===== src/rtl/ovf_accum_pkg.sv =====
// Shared types and constants for the overflow-tracking accumulator.
// Holds the overflow-direction enum and the saturation limits, which are
// constant functions of the data width.
package ovf_accum_pkg;

  typedef enum logic [1:0] {
    NONE = 2'd0,
    POS  = 2'd1,
    NEG  = 2'd2
  } ovf_dir_t;

  // Largest positive two's-complement value of width w (0111..1), in 64 bits.
  function automatic logic [63:0] sat_max(input int unsigned w);
    return (64'd1 << (w - 1)) - 64'd1;
  endfunction

  // Most negative value of width w (1000..0); only the low w bits are meaningful.
  function automatic logic [63:0] sat_min(input int unsigned w);
    return 64'd1 << (w - 1);
  endfunction

endpackage


===== src/rtl/ovf_accum_if.sv =====
// Handshake bundle for ovf_accum.
//   in_valid/in_ready/in_data/in_clr : input side (producer -> accumulator)
//   out_valid/out_ready/acc_out/of_* : result side (accumulator -> consumer)
// slave  : the accumulator's view.
// master : the environment's view (producer and consumer together).
interface ovf_accum_if #(
  parameter int unsigned WIDTH = 8,
  parameter int unsigned CNT_W = 8
);
  logic             in_valid;
  logic             in_ready;
  logic [WIDTH-1:0] in_data;
  logic             in_clr;
  logic             out_valid;
  logic             out_ready;
  logic [WIDTH-1:0] acc_out;
  logic             of_pulse;
  logic             of_sticky;
  logic [CNT_W-1:0] of_count;

  modport slave (
    input  in_valid, in_data, in_clr, out_ready,
    output in_ready, out_valid, acc_out, of_pulse, of_sticky, of_count
  );

  modport master (
    output in_valid, in_data, in_clr, out_ready,
    input  in_ready, out_valid, acc_out, of_pulse, of_sticky, of_count
  );
endinterface


===== src/rtl/ovf_add.sv =====
// Combinational signed adder with overflow-direction detect.
//   a, b    : WIDTH-bit two's-complement operands
//   sum     : wrapped WIDTH-bit result
//   ovf_dir : NONE, POS (positive overflow) or NEG (negative overflow)
import ovf_accum_pkg::*;

module ovf_add #(
  parameter int unsigned WIDTH = 8
) (
  input  logic [WIDTH-1:0] a,
  input  logic [WIDTH-1:0] b,
  output logic [WIDTH-1:0] sum,
  output ovf_dir_t         ovf_dir
);

  logic [WIDTH:0] ext;

  // Sign-extended WIDTH+1 bit sum: the top two bits differ exactly when the
  // carry into the MSB differs from the carry out of it; the top bit then
  // carries the true sign, which gives the direction.
  always_comb begin
    ext     = {a[WIDTH-1], a} + {b[WIDTH-1], b};
    sum     = ext[WIDTH-1:0];
    ovf_dir = NONE;
    if (ext[WIDTH] != ext[WIDTH-1]) begin
      ovf_dir = ext[WIDTH] ? NEG : POS;
    end
  end

endmodule


===== src/rtl/ovf_accum.sv =====
// Signed accumulator with overflow flag, sticky flag and saturating counter.
// One result register with pass-through backpressure (in_ready =
// !out_valid | out_ready); latency 1 cycle from acceptance to acc_out.
// Ports:
//   clk   : rising-edge clock
//   rst_n : asynchronous active-low reset
//   bus   : ovf_accum_if.slave (handshake, data, clear, result and flags)
// Build option: define OVF_ACCUM_SAT_EN to clamp the accumulator on overflow
// instead of wrapping; overflow is flagged and counted the same either way.
import ovf_accum_pkg::*;

module ovf_accum #(
  parameter int unsigned WIDTH = 8,
  parameter int unsigned CNT_W = 8
) (
  input  logic           clk,
  input  logic           rst_n,
  ovf_accum_if.slave     bus
);

  logic [WIDTH-1:0] acc;
  logic [WIDTH-1:0] acc_q;
  logic             valid_q;
  logic             pulse_q;
  logic             sticky_q;
  logic [CNT_W-1:0] count_q;

  logic [WIDTH-1:0] sum;
  logic [WIDTH-1:0] acc_next;
  ovf_dir_t         dir;
  logic             ovf;
  logic             ready;
  logic             accept;

  ovf_add #(.WIDTH(WIDTH)) u_add (
    .a       (acc),
    .b       (bus.in_data),
    .sum     (sum),
    .ovf_dir (dir)
  );

  assign ready  = !valid_q || bus.out_ready;
  assign accept = bus.in_valid && ready;
  assign ovf    = (dir != NONE);

`ifdef OVF_ACCUM_SAT_EN
  localparam logic [63:0]      MAX64   = sat_max(WIDTH);
  localparam logic [63:0]      MIN64   = sat_min(WIDTH);
  localparam logic [WIDTH-1:0] SAT_MAX = MAX64[WIDTH-1:0];
  localparam logic [WIDTH-1:0] SAT_MIN = MIN64[WIDTH-1:0];

  always_comb begin
    acc_next = sum;
    case (dir)
      POS:     acc_next = SAT_MAX;
      NEG:     acc_next = SAT_MIN;
      default: acc_next = sum;
    endcase
  end
`else
  always_comb begin
    acc_next = sum;
  end
`endif

  always_ff @(posedge clk or negedge rst_n) begin
    if (!rst_n) begin
      acc      <= '0;
      acc_q    <= '0;
      valid_q  <= 1'b0;
      pulse_q  <= 1'b0;
      sticky_q <= 1'b0;
      count_q  <= '0;
    end else if (accept) begin
      valid_q <= 1'b1;
      if (bus.in_clr) begin
        // Clear with acceptance: the new input starts a fresh accumulation.
        acc      <= bus.in_data;
        acc_q    <= bus.in_data;
        pulse_q  <= 1'b0;
        sticky_q <= 1'b0;
        count_q  <= '0;
      end else begin
        acc      <= acc_next;
        acc_q    <= acc_next;
        pulse_q  <= ovf;
        sticky_q <= sticky_q | ovf;
        if (ovf && (count_q != '1)) begin
          count_q <= count_q + 1'b1;
        end
      end
    end else begin
      if (bus.in_clr) begin
        acc      <= '0;
        sticky_q <= 1'b0;
        count_q  <= '0;
      end
      if (bus.out_ready) begin
        valid_q <= 1'b0;
        pulse_q <= 1'b0;
      end
    end
  end

  assign bus.in_ready  = ready;
  assign bus.out_valid = valid_q;
  assign bus.acc_out   = acc_q;
  assign bus.of_pulse  = pulse_q;
  assign bus.of_sticky = sticky_q;
  assign bus.of_count  = count_q;

endmodule


===== src/flat_wrapper.sv =====
// flat-port wrapper written by rule: the top's interface ports become plain ports
module ovf_accum_flat 
#(
  parameter int unsigned WIDTH = 8,
  parameter int unsigned CNT_W = 8
)
  (clk, rst_n, bus_in_valid, bus_in_data, bus_in_clr, bus_out_ready, bus_in_ready, bus_out_valid, bus_acc_out, bus_of_pulse, bus_of_sticky, bus_of_count);
  ovf_accum_if #(.WIDTH(WIDTH), .CNT_W(CNT_W)) bus_i ();
  input  logic clk;
  input  logic rst_n;
  input wire logic [$bits(bus_i.in_valid)-1:0] bus_in_valid;
  input wire logic [$bits(bus_i.in_data)-1:0] bus_in_data;
  input wire logic [$bits(bus_i.in_clr)-1:0] bus_in_clr;
  input wire logic [$bits(bus_i.out_ready)-1:0] bus_out_ready;
  output wire logic [$bits(bus_i.in_ready)-1:0] bus_in_ready;
  output wire logic [$bits(bus_i.out_valid)-1:0] bus_out_valid;
  output wire logic [$bits(bus_i.acc_out)-1:0] bus_acc_out;
  output wire logic [$bits(bus_i.of_pulse)-1:0] bus_of_pulse;
  output wire logic [$bits(bus_i.of_sticky)-1:0] bus_of_sticky;
  output wire logic [$bits(bus_i.of_count)-1:0] bus_of_count;
  assign bus_i.in_valid = bus_in_valid;
  assign bus_i.in_data = bus_in_data;
  assign bus_i.in_clr = bus_in_clr;
  assign bus_i.out_ready = bus_out_ready;
  assign bus_in_ready = bus_i.in_ready;
  assign bus_out_valid = bus_i.out_valid;
  assign bus_acc_out = bus_i.acc_out;
  assign bus_of_pulse = bus_i.of_pulse;
  assign bus_of_sticky = bus_i.of_sticky;
  assign bus_of_count = bus_i.of_count;
  ovf_accum #(.WIDTH(WIDTH), .CNT_W(CNT_W)) u_core (.clk(clk), .rst_n(rst_n), .bus(bus_i));
endmodule

===== config.mk =====
export PLATFORM = sky130hd
export DESIGN_NAME = ovf_accum_flat
export DESIGN_NICKNAME = d
export VERILOG_FILES = /design/src/rtl/ovf_accum_pkg.sv /design/src/rtl/ovf_accum_if.sv /design/src/rtl/ovf_add.sv /design/src/rtl/ovf_accum.sv /design/src/flat_wrapper.sv
export SDC_FILE = /design/constraint.sdc
export NUM_CORES = 1
export LEC_CHECK = 0
export ABC_CLOCK_PERIOD_IN_PS = 3100
export CELL_PAD_IN_SITES_DETAIL_PLACEMENT = 1
export CELL_PAD_IN_SITES_GLOBAL_PLACEMENT = 1
export CORE_UTILIZATION = 47
export DETAILED_ROUTE_END_ITERATION = 16
export DONT_BUFFER_PORTS = 1
export PLACE_DENSITY = 0.83
export SKIP_LAST_GASP = 1
export SLEW_MARGIN = 5
export SYNTH_ARGS = -nofsm -noshare
export SYNTH_HDL_FRONTEND = slang
export SYNTH_SLANG_ARGS = --single-unit
export TNS_END_PERCENT = 10

===== constraint.sdc =====
create_clock -name clk -period 3.1 [get_ports clk]
set_input_delay 0.31 -clock clk [delete_from_list [all_inputs] [get_ports clk]]
set_output_delay 0.31 -clock clk [all_outputs]
set_load 0.05 [all_outputs]

Word level (Yosys, flattened, before mapping)
Index checks and enable logic that the tools add are counted.
W data, S select, Z words.
{"block": "word_totals", "ff_bits": 27, "latch_bits": 0, "mem_bits_rw": 0, "romBits": 0, "in_bits": 13, "n_memories": 0}
{"block": "op_classes", "addsub": 2, "mul": 0, "div": 0, "order_cmp": 0, "n_eq_ne": 2, "shift": 0, "n_mux": 15, "bitwise": 1, "reduce_logical": 9}
{"op": "$mux W8", "count": 6}
{"op": "$add A8 B8 Y9", "count": 1}
{"op": "$add A8 B1 Y8 const B", "count": 1}
{"op": "$ne A8 B8 Y1 const B", "count": 1}
{"op": "$reduce_bool A2 Y1", "count": 4}
{"op": "$mux W1", "count": 7}
{"op": "$mux W2", "count": 2}
{"op": "$logic_and A1 B1 Y1", "count": 2}
{"op": "$reduce_and A2 Y1", "count": 1}
{"op": "$logic_not A1 Y1", "count": 1}
{"op": "$logic_or A1 B1 Y1", "count": 1}
{"op": "$ne A1 B1 Y1", "count": 1}
{"op": "$or A1 B1 Y1", "count": 1}

Logic depth before layout (Yosys ltp)
Gate-level depths: netlist of the first run.
{"block": "logic_depth", "word_depth": 8, "mapped_depth": 8, "depth_no_buf": 8}

Modules after synthesis
Synthesis of the first run repeated with hierarchy kept, for this count alone.
{"block": "unflattened", "hier_cells": 179, "hier_area_um2": 1719.1}
{"mod": "ovf_accum", "instances": 1, "cells_each": 129, "area_per_inst_um2": 1336.3, "seq_area_each_um2": 675.6}
{"mod": "ovf_add", "instances": 1, "cells_each": 50, "area_per_inst_um2": 382.9, "seq_area_each_um2": 0.0}

Least setup slack after synthesis of the first run
Ideal clock, no wire load.
{"block": "synth_path", "kind": "reg-to-reg", "from": "reg u_core.valid_q (netlist: u_core.bus.out_valid)", "to": "reg u_core.count_q[6] (netlist: u_core.bus.of_count[6])", "setup_time_ps": 130, "arrival_time_ps": 2231, "required_time_ps": 2970, "setup_slack_ps": 739, "stages_incl_launch_ff": 7, "synth_period_minus_slack_ps": 2361, "path_cell_list": "dfrtp_1 nand2b_1 and2_1 clkbuf_1 nand4_1 a2111oi_1 o21ai_1"}
{"block": "synth_via", "elab_chain_len": 5, "word_cells_on_any_way": 6, "cone_classes": "mux: 1; reduce/logical: 5"}
{"item": "from (decl)", "line": "ovf_accum.sv:23", "text": "logic valid_q;"}
{"item": "from (signal assigned)", "line": "ovf_accum.sv:70", "text": "valid_q <= 1'b0;"}
{"item": "from (signal assigned)", "line": "ovf_accum.sv:75", "text": "valid_q <= 1'b1;"}
{"item": "from (signal assigned)", "line": "ovf_accum.sv:99", "text": "valid_q <= 1'b0;"}
{"item": "$logic_not A1 Y1 *", "line": "ovf_accum.sv:42", "text": "assign ready = !valid_q || bus.out_ready;"}
{"item": "$logic_or A1 B1 Y1 *", "line": "ovf_accum.sv:42"}
{"item": "net bus_in_ready", "line": "flat_wrapper.sv:15", "text": "output wire logic [$bits(bus_i.in_ready)-1:0] bus_in_ready;"}
{"item": "$logic_and A1 B1 Y1 *", "line": "ovf_accum.sv:43", "text": "assign accept = bus.in_valid && ready;"}
{"item": "$reduce_bool A2 Y1 (no source line)"}
{"item": "$reduce_and A2 Y1 (no source line)"}
{"item": "to (signal assigned)", "line": "ovf_accum.sv:89", "text": "count_q <= count_q + 1'b1;"}
{"item": "to (decl)", "line": "ovf_accum.sv:26", "text": "logic [CNT_W-1:0] count_q;"}
Mark *: on every way through the listed nets, which the timed path passes. The rest lies on a longest branch.
A chain may end at the register's enable or synchronous reset.

Final worst setup path of the first run
{"block": "layout_path", "from": "reg u_core.acc[4]", "to": "reg u_core.count_q[7] (netlist: u_core.bus.of_count[7])"}
{"block": "layout_via", "elab_chain_len": 7, "word_cells_on_any_way": 8, "cone_classes": "add/sub: 1; eq/ne: 1; mux: 2; reduce/logical: 4"}
{"item": "from (decl)", "line": "ovf_accum.sv:21", "text": "logic [WIDTH-1:0] acc;"}
{"item": "from (signal assigned)", "line": "ovf_accum.sv:78", "text": "acc <= bus.in_data;"}
{"item": "from (signal assigned)", "line": "ovf_accum.sv:84", "text": "acc <= acc_next;"}
{"item": "$add A8 B8 Y9 *", "line": "ovf_add.sv:22", "text": "ext = {a[WIDTH-1], a} + {b[WIDTH-1], b};"}
{"item": "$mux W2 or $ne A1 B1 Y1 (tied branches)", "line": "ovf_add.sv:26, ovf_add.sv:25"}
{"item": "$mux W2 *", "line": "ovf_add.sv:25", "text": "if (ext[WIDTH] != ext[WIDTH-1]) begin"}
{"item": "$reduce_bool A2 Y1 *", "line": "ovf_accum.sv:44", "text": "assign ovf = (dir != NONE);"}
{"item": "$logic_and A1 B1 Y1 *", "line": "ovf_accum.sv:88", "text": "if (ovf && (count_q != '1)) begin"}
{"item": "$reduce_bool A2 Y1 (no source line) *"}
{"item": "$reduce_and A2 Y1 (no source line) *"}
Every way passes the cells marked *; elsewhere a longest branch is shown, timed or not.

==> impl_metrics.yaml, run 1 <==
route:
  detailroute.via_count: 1487
  totalWireLength_um: 4420
  detail_route.first_pass.iterations: 4
  drt_first_iter_violations: 125
  via_per_inst: 6.30
  ant_nets: 0
  detailed_route_drc_error_count: 0
  route.detailed.wl_per_inst_um: 18.7
setup_path:
  worstReg2RegStart: "u_core.acc[4]"
  worstRegToRegCells: 7
  rrSetupSlack_ns: 0.51
  crit_fanout: 8
  critical_path_s_slowest_cell: "or3_1"
  crit_path_end: "u_core.bus.of_count[7]"
  worst_setup_path_startpoint: "u_core.acc[4]"
  regToRegEndpoint: "u_core.bus.of_count[7]"
  worstPathArrival_ns: 2.83
  critical-path-max-stage-delay_ns: 0.48
  cell_breakdown_of_the_critical_path: "ha_1 -> a21oi_1 -> o21ai_1 -> or3_1 -> a211oi_2 -> o21ai_1 -> a221oi_1"
  critical-path-top-cell-by-count: "o21ai_1"
  critical_path_class: "register to register"
  crit_required_ns: 3.35
  critPathLaunchType: "register"
  end_kind: "register"
synth:
  yosys.area.top_type: "dfrtp_1"
  yosys.cell_types.count: 42
  syn_area_per_cell_um2: 9.10
  synth_cells: 188
  synthesis.nets: 211
  synth-seq-cells: 27
  synthDominantCellAreaShare: 0.395
  synth_warnings: 0
  synth_seq_area_share: 0.395
  netlist_top_cells_area: "dfrtp_1, ha_1, nand2_1"
  synth.cell_area_um2: 1710
cells_and_area:
  post-route-util: 0.534
  instances_no_fill: 236
  final_design_area_no_fill_um2: 1830
  layout-drive-gt1-share: 0.0737
  diodes: 0
  flow.area_growth_from_synthesis_pct: 6.73
  nNetsFinal: 214
global_route:
  grt_use_total: 0.249
  grt_start_max_net_pins: 28
  globalRoute.totalOverflow: 0
  antenna_violations_before_repair: 0
  first_global_vias: 1624
  wire_length_of_the_first_global_routing_pass_um: 7650
die:
  core_um2: 3420
  dieArea_um2: 3880
  initial_core_util: 0.501
  rows: 21
  boundaryPins: 33
  floorplan.die.width_um: 62.3
  dieHeight_um: 62.3
cts:
  htreeDepth: 1
  clock_tree_from_tritoncts: "done"
  cts.reportedPaths.clkPinSlew_ns: 0.15
  clkLatencyLatePin_ns: 0.34
  clock-sinks: 27
  clk_root_buffer_cell: "clkbuf_4"
  clock_tree.buffer_depth: 2
  post-cts-setup-buffer-count: 0
  cts_inserted_buffers: 3
placed_design:
  placement.setup.worst_slack_ns: 0.550
  finalWeightedCongestion: 0.820
  port-buffer-count: 0
  hpwl_um: 3180
  place_area_um2: 1750
  dpl.cell_count: 228
timing:
  layout_min_cycle_time_ns: 2.59
  finalSetupTns_ns: 0
  rsz0062_at_grt: "no"
  worst_pin_slew_ns: 0.610
  final.hold.worst_slack_ns: 0.0189
  report.final.slew_viol_count: 0
  max_slew_margin: 0.593
  clock.fmax_ghz: 0.387
  final_critical_path_setup_slack_ns: 0.515
  finalCritPeriodShare: 0.834
  hold_viol_final: 0
  setup_viol_count_final: 0
  fin_skew_ns: 0.00297
power_and_ir_drop:
  worst_ir_drop_vdd_v: 0.000295
  leakage_power_total_nw: 0.746
  fin_total_pwr_uw: 995
  pwr_density_cell_nw_per_um2: 545
status:
  result_of_the_run: "complete, no violations"
run:
  cap_viol_max_count: 0
min_path:
  hp_class: "input port to register"
-- critical path, delay by kind of cell, from the launching register on --
family,cells,cell delay (ns)
adders and majority gates,1,0.35
AOI/OAI and AO/OA,5,1.23
DFF,1,0.42
and+or+nand+nor,1,0.48
-- cells in the mapped netlist (all sizes together) --
cell	n
a2111oi	2
a2111o	2
dfrtp	27
nor2	11
xnor2	3
nand3	12
and2	2
a21boi	2
o221a	1
or4b	2
o211ai	4
a22oi	1
o21ai	12
nand4	5
fa	1
clkbuf	8
buf	1
a21oi	14
inv	4
nand2	23
a211oi	3
a21o	6
nor4	1
o22ai	7
and4	1
nand3b	1
or3	1
mux2i	5
a221oi	1
ha	9
a211o	1
nor3	4
nand2b	3
a31oi	3
o21bai	1
o21a	3
xor2	1
-- kinds of logic after synthesis --
| group | after synthesis | synth area share |
|---|---|---|
| AND/OR/NAND/NOR | 66 | 0.187 |
| flip-flops | 27 | 0.395 |
| AO/OA/AOI/OAI | 63 | 0.258 |
| XOR/XNOR | 4 | 0.0205 |
| multiplexers | 5 | 0.0293 |
| adder cells (fa/ha/maj) | 10 | 0.0775 |
| buffers and inverters | 13 | 0.0329 |
-- where the power goes --
part	switching, mW	internal, mW	leakage [nW]
Sequential	0.143	0.395	0.346
Combinational	0.175	0.118	0.385
Clock	0.113	0.0508	0.0150
Total	0.431	0.564	0.746
-- how the worst min path moves through the flow --
| stage | cells after the start | slack [ns] | startpoint | endpoint |
|---|---|---|---|---|
| 2_1_floorplan | 0 | 0.01 | rst_n | u_core.acc[0] |
| 3_3_place_gp | 0 | 0.02 | rst_n | u_core.bus.of_count[5] |
| 3_5_place_dp | 0 | 0.02 | rst_n | u_core.bus.of_count[6] |
| 4_1_cts | 1 | 0.007 | bus_in_clr | u_core.bus.of_sticky |
| 5_1_grt | 1 | 0.0007 | bus_in_clr | u_core.bus.of_count[7] |
| 6_report | 1 | 0.02 | bus_in_clr | u_core.bus.of_count[7] |
-- registers in the layout, indices dropped and copies added, names as in the netlist --
signal	cells
u_core.acc	8
u_core.bus.acc_out	8
u_core.bus.of_count	8
u_core.bus.of_pulse	1
u_core.bus.of_sticky	1
u_core.bus.out_valid	1
-- what timing repair did --
action | 4_1_cts | 5_1_grt
gates resized for setup | 0 | 0
hold buffers | 3 | 1
endpoints found under the hold margin | 29 | 1
-- layer usage --
metal	up-vias	GRT usage	share of wire
met5	-	0	0
met4	0	0.0843	0.014
met3	5	0.0460	0.040
met2	30	0.456	0.52
met1	745	0.288	0.43
li1	707	-	-
-- layout by cell type, fill, tap and decap left out, types with 2 or more instances in the layout --
cell type	instances
mux2i_1	5
clkbuf_4	3
o21ai_0	5
o22ai_1	7
o211ai_1	4
ha_1	9
a21oi_1	12
a21o_1	6
o21ai_1	7
a21oi_2	2
inv_1	4
dlygate4sd3_1	3
a211oi_2	2
buf_4	3
and2_1	2
xnor2_1	3
nand2b_1	3
dfrtp_1	27
nand4_1	5
a21boi_1	2
nand3_1	12
o21a_1	3
a2111o_1	2
nor3_1	4
nor2_1	11
nand2_1	23
a31oi_1	3
-- layout make-up --
| type | instances | area (um2) |
|---|---|---|
| Timing Repair Buffer | 7 | 72.6 |
| Multi-Input combinational cell | 148 | 978 |
| Sequential cell | 27 | 676 |
| Clock buffer | 4 | 26.3 |
| Tap cell | 46 | 57.6 |
| Inverter | 4 | 15.0 |
| Fill cell | 414 | 1590 |
Power figures use the tool's default switching activity.
==> inputs of run 2 (changes only) <==
ABC_CLOCK_PERIOD_IN_PS = 2500   (was 3100)
clock period = 2.5 ns   (was 3.1 ns; I/O delays follow)
==> run 2 against run 1 <==
Sequential cell count is the same. Sequential share of layout area shrank 2.6 points. Via count grew 3.0%. Fmax grew 6.7%. Critical path type unchanged. Largest cell class unchanged. Largest power group unchanged. Highest routed layer unchanged.
==> impl_metrics.yaml, run 2 (synthesis gave the netlist of run 1 again) <==
route:
  detailed_route_drc_error_count: 0
  drt_first_iter_violations: 62
  via_per_inst: 6.22
  detail_route.first_pass.iterations: 4
  detailroute.via_count: 1531
  route.detailed.wl_per_inst_um: 20.3
  totalWireLength_um: 5000
  ant_nets: 0
setup_path:
  critical_path_s_slowest_cell: "a2111o_1"
  worstReg2RegStart: "u_core.acc[5]"
  worstPathArrival_ns: 2.72
  crit_fanout: 8
  cell_breakdown_of_the_critical_path: "ha_2 -> a21o_1 -> a2111oi_2 -> a22oi_2 -> a2111o_1 -> a21o_1 -> a21oi_2"
  rrSetupSlack_ns: 0.08
  crit_required_ns: 2.80
  worstRegToRegCells: 7
  critical-path-max-stage-delay_ns: 0.53
  critPathLaunchType: "register"
  critical_path_class: "register to register"
  critical-path-top-cell-by-count: "a21o_1"
  end_kind: "register"
  regToRegEndpoint: "u_core.bus.of_count[1]"
min_path:
  hold-path-endpoint: "u_core.acc[0]"
  timing.hold.worst.start: "bus_in_clr"
  hp_class: "input port to register"
  hold-path-cell-count: 1
cells_and_area:
  flow.area_growth_from_synthesis_pct: 14.7
  layout-drive-gt1-share: 0.185
  final_cell_mix: "dfrtp_1, nand2_1, buf_4"
  diodes: 0
  nNetsFinal: 224
  layout.filler_cells: 391
  final_design_area_no_fill_um2: 1960
  mostFrequentLayoutCell: "dfrtp_1"
cts:
  htreeDepth: 1
  clock_tree_from_tritoncts: "done"
  clk_root_buffer_cell: "clkbuf_4"
  clkLatencyLatePin_ns: 0.35
  clock-sinks: 27
  cts.reportedPaths.clkPinSlew_ns: 0.17
  clock_tree.buffer_depth: 2
  cts_inserted_buffers: 3
power_and_ir_drop:
  share_clk_of_total_power: 0.161
  p_sw_uw: 571
  switching_share_of_power: 0.439
  combPwrFrac: 0.338
  leakage_power_total_nw: 0.795
  pwr_density_cell_nw_per_um2: 662
  worst_ir_drop_vdd_v: 0.000365
  internal_power_uw: 728
  seqPwrFrac: 0.501
  fin_total_pwr_mw: 1.30
status:
  result_of_the_run: "complete, no violations"
timing:
  fin_skew_ns: 0.0199
  report.final.slew_viol_count: 0
  finalCritPeriodShare: 0.969
  final.hold.worst_slack_ns: 0.0206
  worst_pin_slew_ns: 0.584
  setup_viol_count_final: 0
  layout_min_cycle_time_ns: 2.42
  rsz0062_at_grt: "yes"
  hold_viol_final: 0
  clock.fmax_ghz: 0.413
  max_slew_margin: 0.611
die:
  boundaryPins: 33
  dieHeight_um: 62.3
  dieArea_um2: 3880
  core_um2: 3420
  floorplan.die.width_um: 62.3
  rows: 21
  initial_core_util: 0.501
global_route:
  first_global_vias: 1681
  antenna_violations_before_repair: 0
  wire_length_of_the_first_global_routing_pass_um: 8220
  grt_use_total: 0.269
  grt_start_max_net_pins: 28
  globalRoute.totalOverflow: 0
placed_design:
  port-buffer-count: 0
  place_area_um2: 1810
  finalWeightedCongestion: 0.854
  hpwl_um: 3330
run:
  cap_viol_max_count: 0
## run 2: cell types whose count changed in the layout (fill, tap and decap cells not counted), sizes merged
cell	before	now
buf	4	14
clkbuf	4	3
clkinv	0	1
## run 2: metrics by stage
stage          utilization  setup WS, ns  instances  setup TNS, ns
6_report             0.574        0.0764        246              0
5_1_grt              0.574       -0.0670        246         -0.183
3_5_place_dp         0.530       -0.0583        236        -0.0583
4_1_cts              0.555        0.0134        244              0
3_3_place_gp         0.530         0.104        236              0
2_1_floorplan            -         0.139        188              0
## run 2: final cells by class
cell class | instances | area [um2] | share of cell area
timing repair buffer | 17 | 148 | 0.0753
clock buffer | 3 | 22.5 | 0.0115
multi-input combinational | 148 | 1040 | 0.529
sequential | 27 | 676 | 0.344
tap | 46 | 57.6 | 0.0293
clock inverter | 1 | 5.00 | 0.00255
inverter | 4 | 15.0 | 0.00765
## run 2: timing repair
action	4_1_cts	5_1_grt
pin swaps	0	3
endpoints found under the hold margin	37	0
endpoints found under the setup margin	1	7
gates resized for setup	3	11
hold buffers	4	0
buffers inserted	0	2
cloned	0	0
## run 2: how the worst max path moves through the flow
stage / cells after the start / start / to / slack, ns
floorplan: 6 / u_core.bus.out_valid / u_core.bus.of_count[6] / 0.14
global placement: 7 / u_core.acc[1] / u_core.bus.of_count[6] / 0.10
detailed placement: 7 / u_core.acc[2] / u_core.bus.of_count[6] / -0.06
CTS: 7 / u_core.acc[5] / u_core.bus.of_count[6] / 0.01
global route: 9 / u_core.acc[0] / u_core.bus.of_count[6] / -0.07
finish: 7 / u_core.acc[5] / u_core.bus.of_count[1] / 0.08
## run 2: critical path, delay by kind of cell, from the launching register on
kind / cells / cell delay (ns)
flip-flops: 1 / 0.42
adder cells (fa/ha/maj): 1 / 0.31
AO/OA/AOI/OAI: 6 / 1.65
## run 2: power by group through the flow
stage	Sequential, mW	Clock [mW]	Combinational (mW)
3_5_place_dp	0.657	0	0.375
3_3_place_gp	0.652	0	0.354
5_1_grt	0.655	0.224	0.485
2_1_floorplan	0.665	0	0.292
6_report	0.650	0.209	0.439
4_1_cts	0.648	0.212	0.405
## run 2: metal layers
metal  track usage  vias to the layer above  wire (um)
li1              -                      725          -
met1         0.315                      759       1980
met2         0.492                       35       2720
met3        0.0515                       12        186
met4        0.0843                        0        112
met5             0                        -          0
==> inputs of run 3 (changes only) <==
REMOVE_ABC_BUFFERS = 1   (was not set)
==> run 3 against run 2 <==
Sequential power about the same. Fmax shrank 2.2%. Critical path type unchanged. Setup slack lost 0.056 ns. Highest routed layer unchanged. Power grew 0.85%. Final cell count grew 1.6%. Worst hold slack worse by 0.0035 ns. Sequential cell count is the same. Clock skew fell by 0.012 ns.
==> impl_metrics.yaml, run 3 (synthesis gave the netlist of run 1 again) <==
status:
  result_of_the_run: "complete, no violations"
die:
  rows: 21
  floorplan.die.width_um: 62.3
  initial_core_util: 0.501
  core_um2: 3420
  dieHeight_um: 62.3
  dieArea_um2: 3880
  boundaryPins: 33
timing:
  layout_min_cycle_time_ns: 2.48
  worst_pin_slew_ns: 0.618
  report.final.slew_viol_count: 0
  clock.fmax_ghz: 0.403
  finalSetupTns_ns: 0
  max_slew_margin: 0.587
  hold_viol_final: 0
  fin_skew_ns: 0.00799
  finalCritPeriodShare: 0.992
  rsz0062_at_grt: "yes"
  setup_viol_count_final: 0
setup_path:
  critical-path-top-cell-by-count: "o21ai_1"
  critical_path_s_slowest_cell: "or3_4"
  critical_path_class: "register to register"
  worstReg2RegStart: "u_core.acc[4]"
  worstPathArrival_ns: 2.75
  cell_breakdown_of_the_critical_path: "ha_1 -> a21oi_1 -> o21ai_1 -> or3_4 -> a211o_4 -> a2111o_1 -> o21ai_1"
  critical-path-max-stage-delay_ns: 0.44
  worstRegToRegCells: 7
  end_kind: "register"
  crit_fanout: 8
  crit_required_ns: 2.77
  critPathLaunchType: "register"
  rrSetupSlack_ns: 0.02
  regToRegEndpoint: "u_core.bus.of_count[3]"
route:
  ant_nets: 0
  detailroute.via_count: 1598
  totalWireLength_um: 5100
  route.detailed.wl_per_inst_um: 20.4
  detail_route.first_pass.iterations: 4
  via_per_inst: 6.39
  detailed_route_drc_error_count: 0
  drt_first_iter_violations: 60
global_route:
  grt_use_total: 0.262
  antenna_violations_before_repair: 0
  wire_length_of_the_first_global_routing_pass_um: 8040
  globalRoute.totalOverflow: 0
  grt_start_max_net_pins: 28
  first_global_vias: 1720
cts:
  clock-sinks: 27
  clk_root_buffer_cell: "clkbuf_4"
  clock_tree.buffer_depth: 2
  cts_inserted_buffers: 3
  htreeDepth: 1
  clkLatencyLatePin_ns: 0.33
  cts.reportedPaths.clkPinSlew_ns: 0.15
  clock_tree_from_tritoncts: "done"
power_and_ir_drop:
  switching_share_of_power: 0.437
  leakage_power_total_nw: 0.819
  worst_ir_drop_vdd_v: 0.000373
  share_clk_of_total_power: 0.152
  pwr_density_cell_nw_per_um2: 652
  internal_power_uw: 738
  seqPwrFrac: 0.494
  combPwrFrac: 0.353
  p_sw_uw: 572
cells_and_area:
  layout-drive-gt1-share: 0.186
  layout.filler_cells: 404
  flow.area_growth_from_synthesis_pct: 17.4
  nNetsFinal: 228
  post-route-util: 0.588
  diodes: 0
  final_cell_mix: "dfrtp_1, nand2_1, buf_4"
  final_design_area_no_fill_um2: 2010
  mostFrequentLayoutCell: "dfrtp_1"
min_path:
  hold-path-cell-count: 1
  timing.hold.worst.start: "bus_in_valid"
  hp_class: "input port to register"
  hold-path-endpoint: "u_core.bus.out_valid"
placed_design:
  hpwl_um: 3320
  finalWeightedCongestion: 0.777
  port-buffer-count: 0
  place_area_um2: 1820
run:
  cap_viol_max_count: 0
## run 3: worst max-delay path by stage
stage                                   endpoint  cells after the start                  from  slack [ns]
final                     u_core.bus.of_count[3]                      7         u_core.acc[4]        0.02
after global routing      u_core.bus.of_count[3]                      7         u_core.acc[2]       -0.09
after CTS                 u_core.bus.of_count[6]                      7         u_core.acc[5]       0.004
after detailed placement  u_core.bus.of_count[6]                      7         u_core.acc[4]       -0.01
after global placement    u_core.bus.of_count[6]                      7         u_core.acc[1]        0.11
after floorplan           u_core.bus.of_count[6]                      5  u_core.bus.out_valid       -0.04
## run 3: final cells by class
class	instances	area, um2	area share
tap	46	57.6	0.0287
inverter	4	15.0	0.00748
timing repair buffer	21	178	0.0885
sequential	27	676	0.336
clock buffer	4	26.3	0.0131
multi-input combinational	148	1060	0.526
## run 3: power groups by stage
stage	clock network, mW	logic [mW]	registers (mW)
after floorplan	0	0.274	0.665
after global placement	0	0.351	0.651
after detailed placement	0	0.376	0.656
after CTS	0.208	0.407	0.647
after global routing	0.214	0.506	0.654
final	0.199	0.463	0.648
## run 3: metal layers
metal | up-vias | global-route usage | share of wire
met5 | - | 0 | 0
met4 | 0 | 0.0930 | 0.012
met3 | 9 | 0.0478 | 0.039
met2 | 38 | 0.445 | 0.52
met1 | 818 | 0.333 | 0.43
li1 | 733 | - | -
## run 3: worst max-delay path, delay by kind of cell (launching register included)
family | cells | cell delay, ns
compound gates | 5 | 1.19
simple gates | 1 | 0.44
flops | 1 | 0.43
fa+ha+maj | 1 | 0.35
## run 3: what timing repair did
item,CTS,global route
hold endpoints to repair,38,0
resized for setup,2,11
pin swaps,0,6
setup buffers,0,4
hold buffers,4,0
setup endpoints to repair,3,7
## run 3: metrics by stage
stage	std cells	setup WS (ns)	hold WS, ns	total power [mW]
after floorplan	179	-0.0441	-0.0456	0.939
after global placement	238	0.109	-0.0450	1.00
after detailed placement	238	-0.0112	-0.0450	1.03
after CTS	246	0.00395	0.0194	1.26
after global routing	250	-0.0876	0.0471	1.37
final	250	0.0208	0.0171	1.31
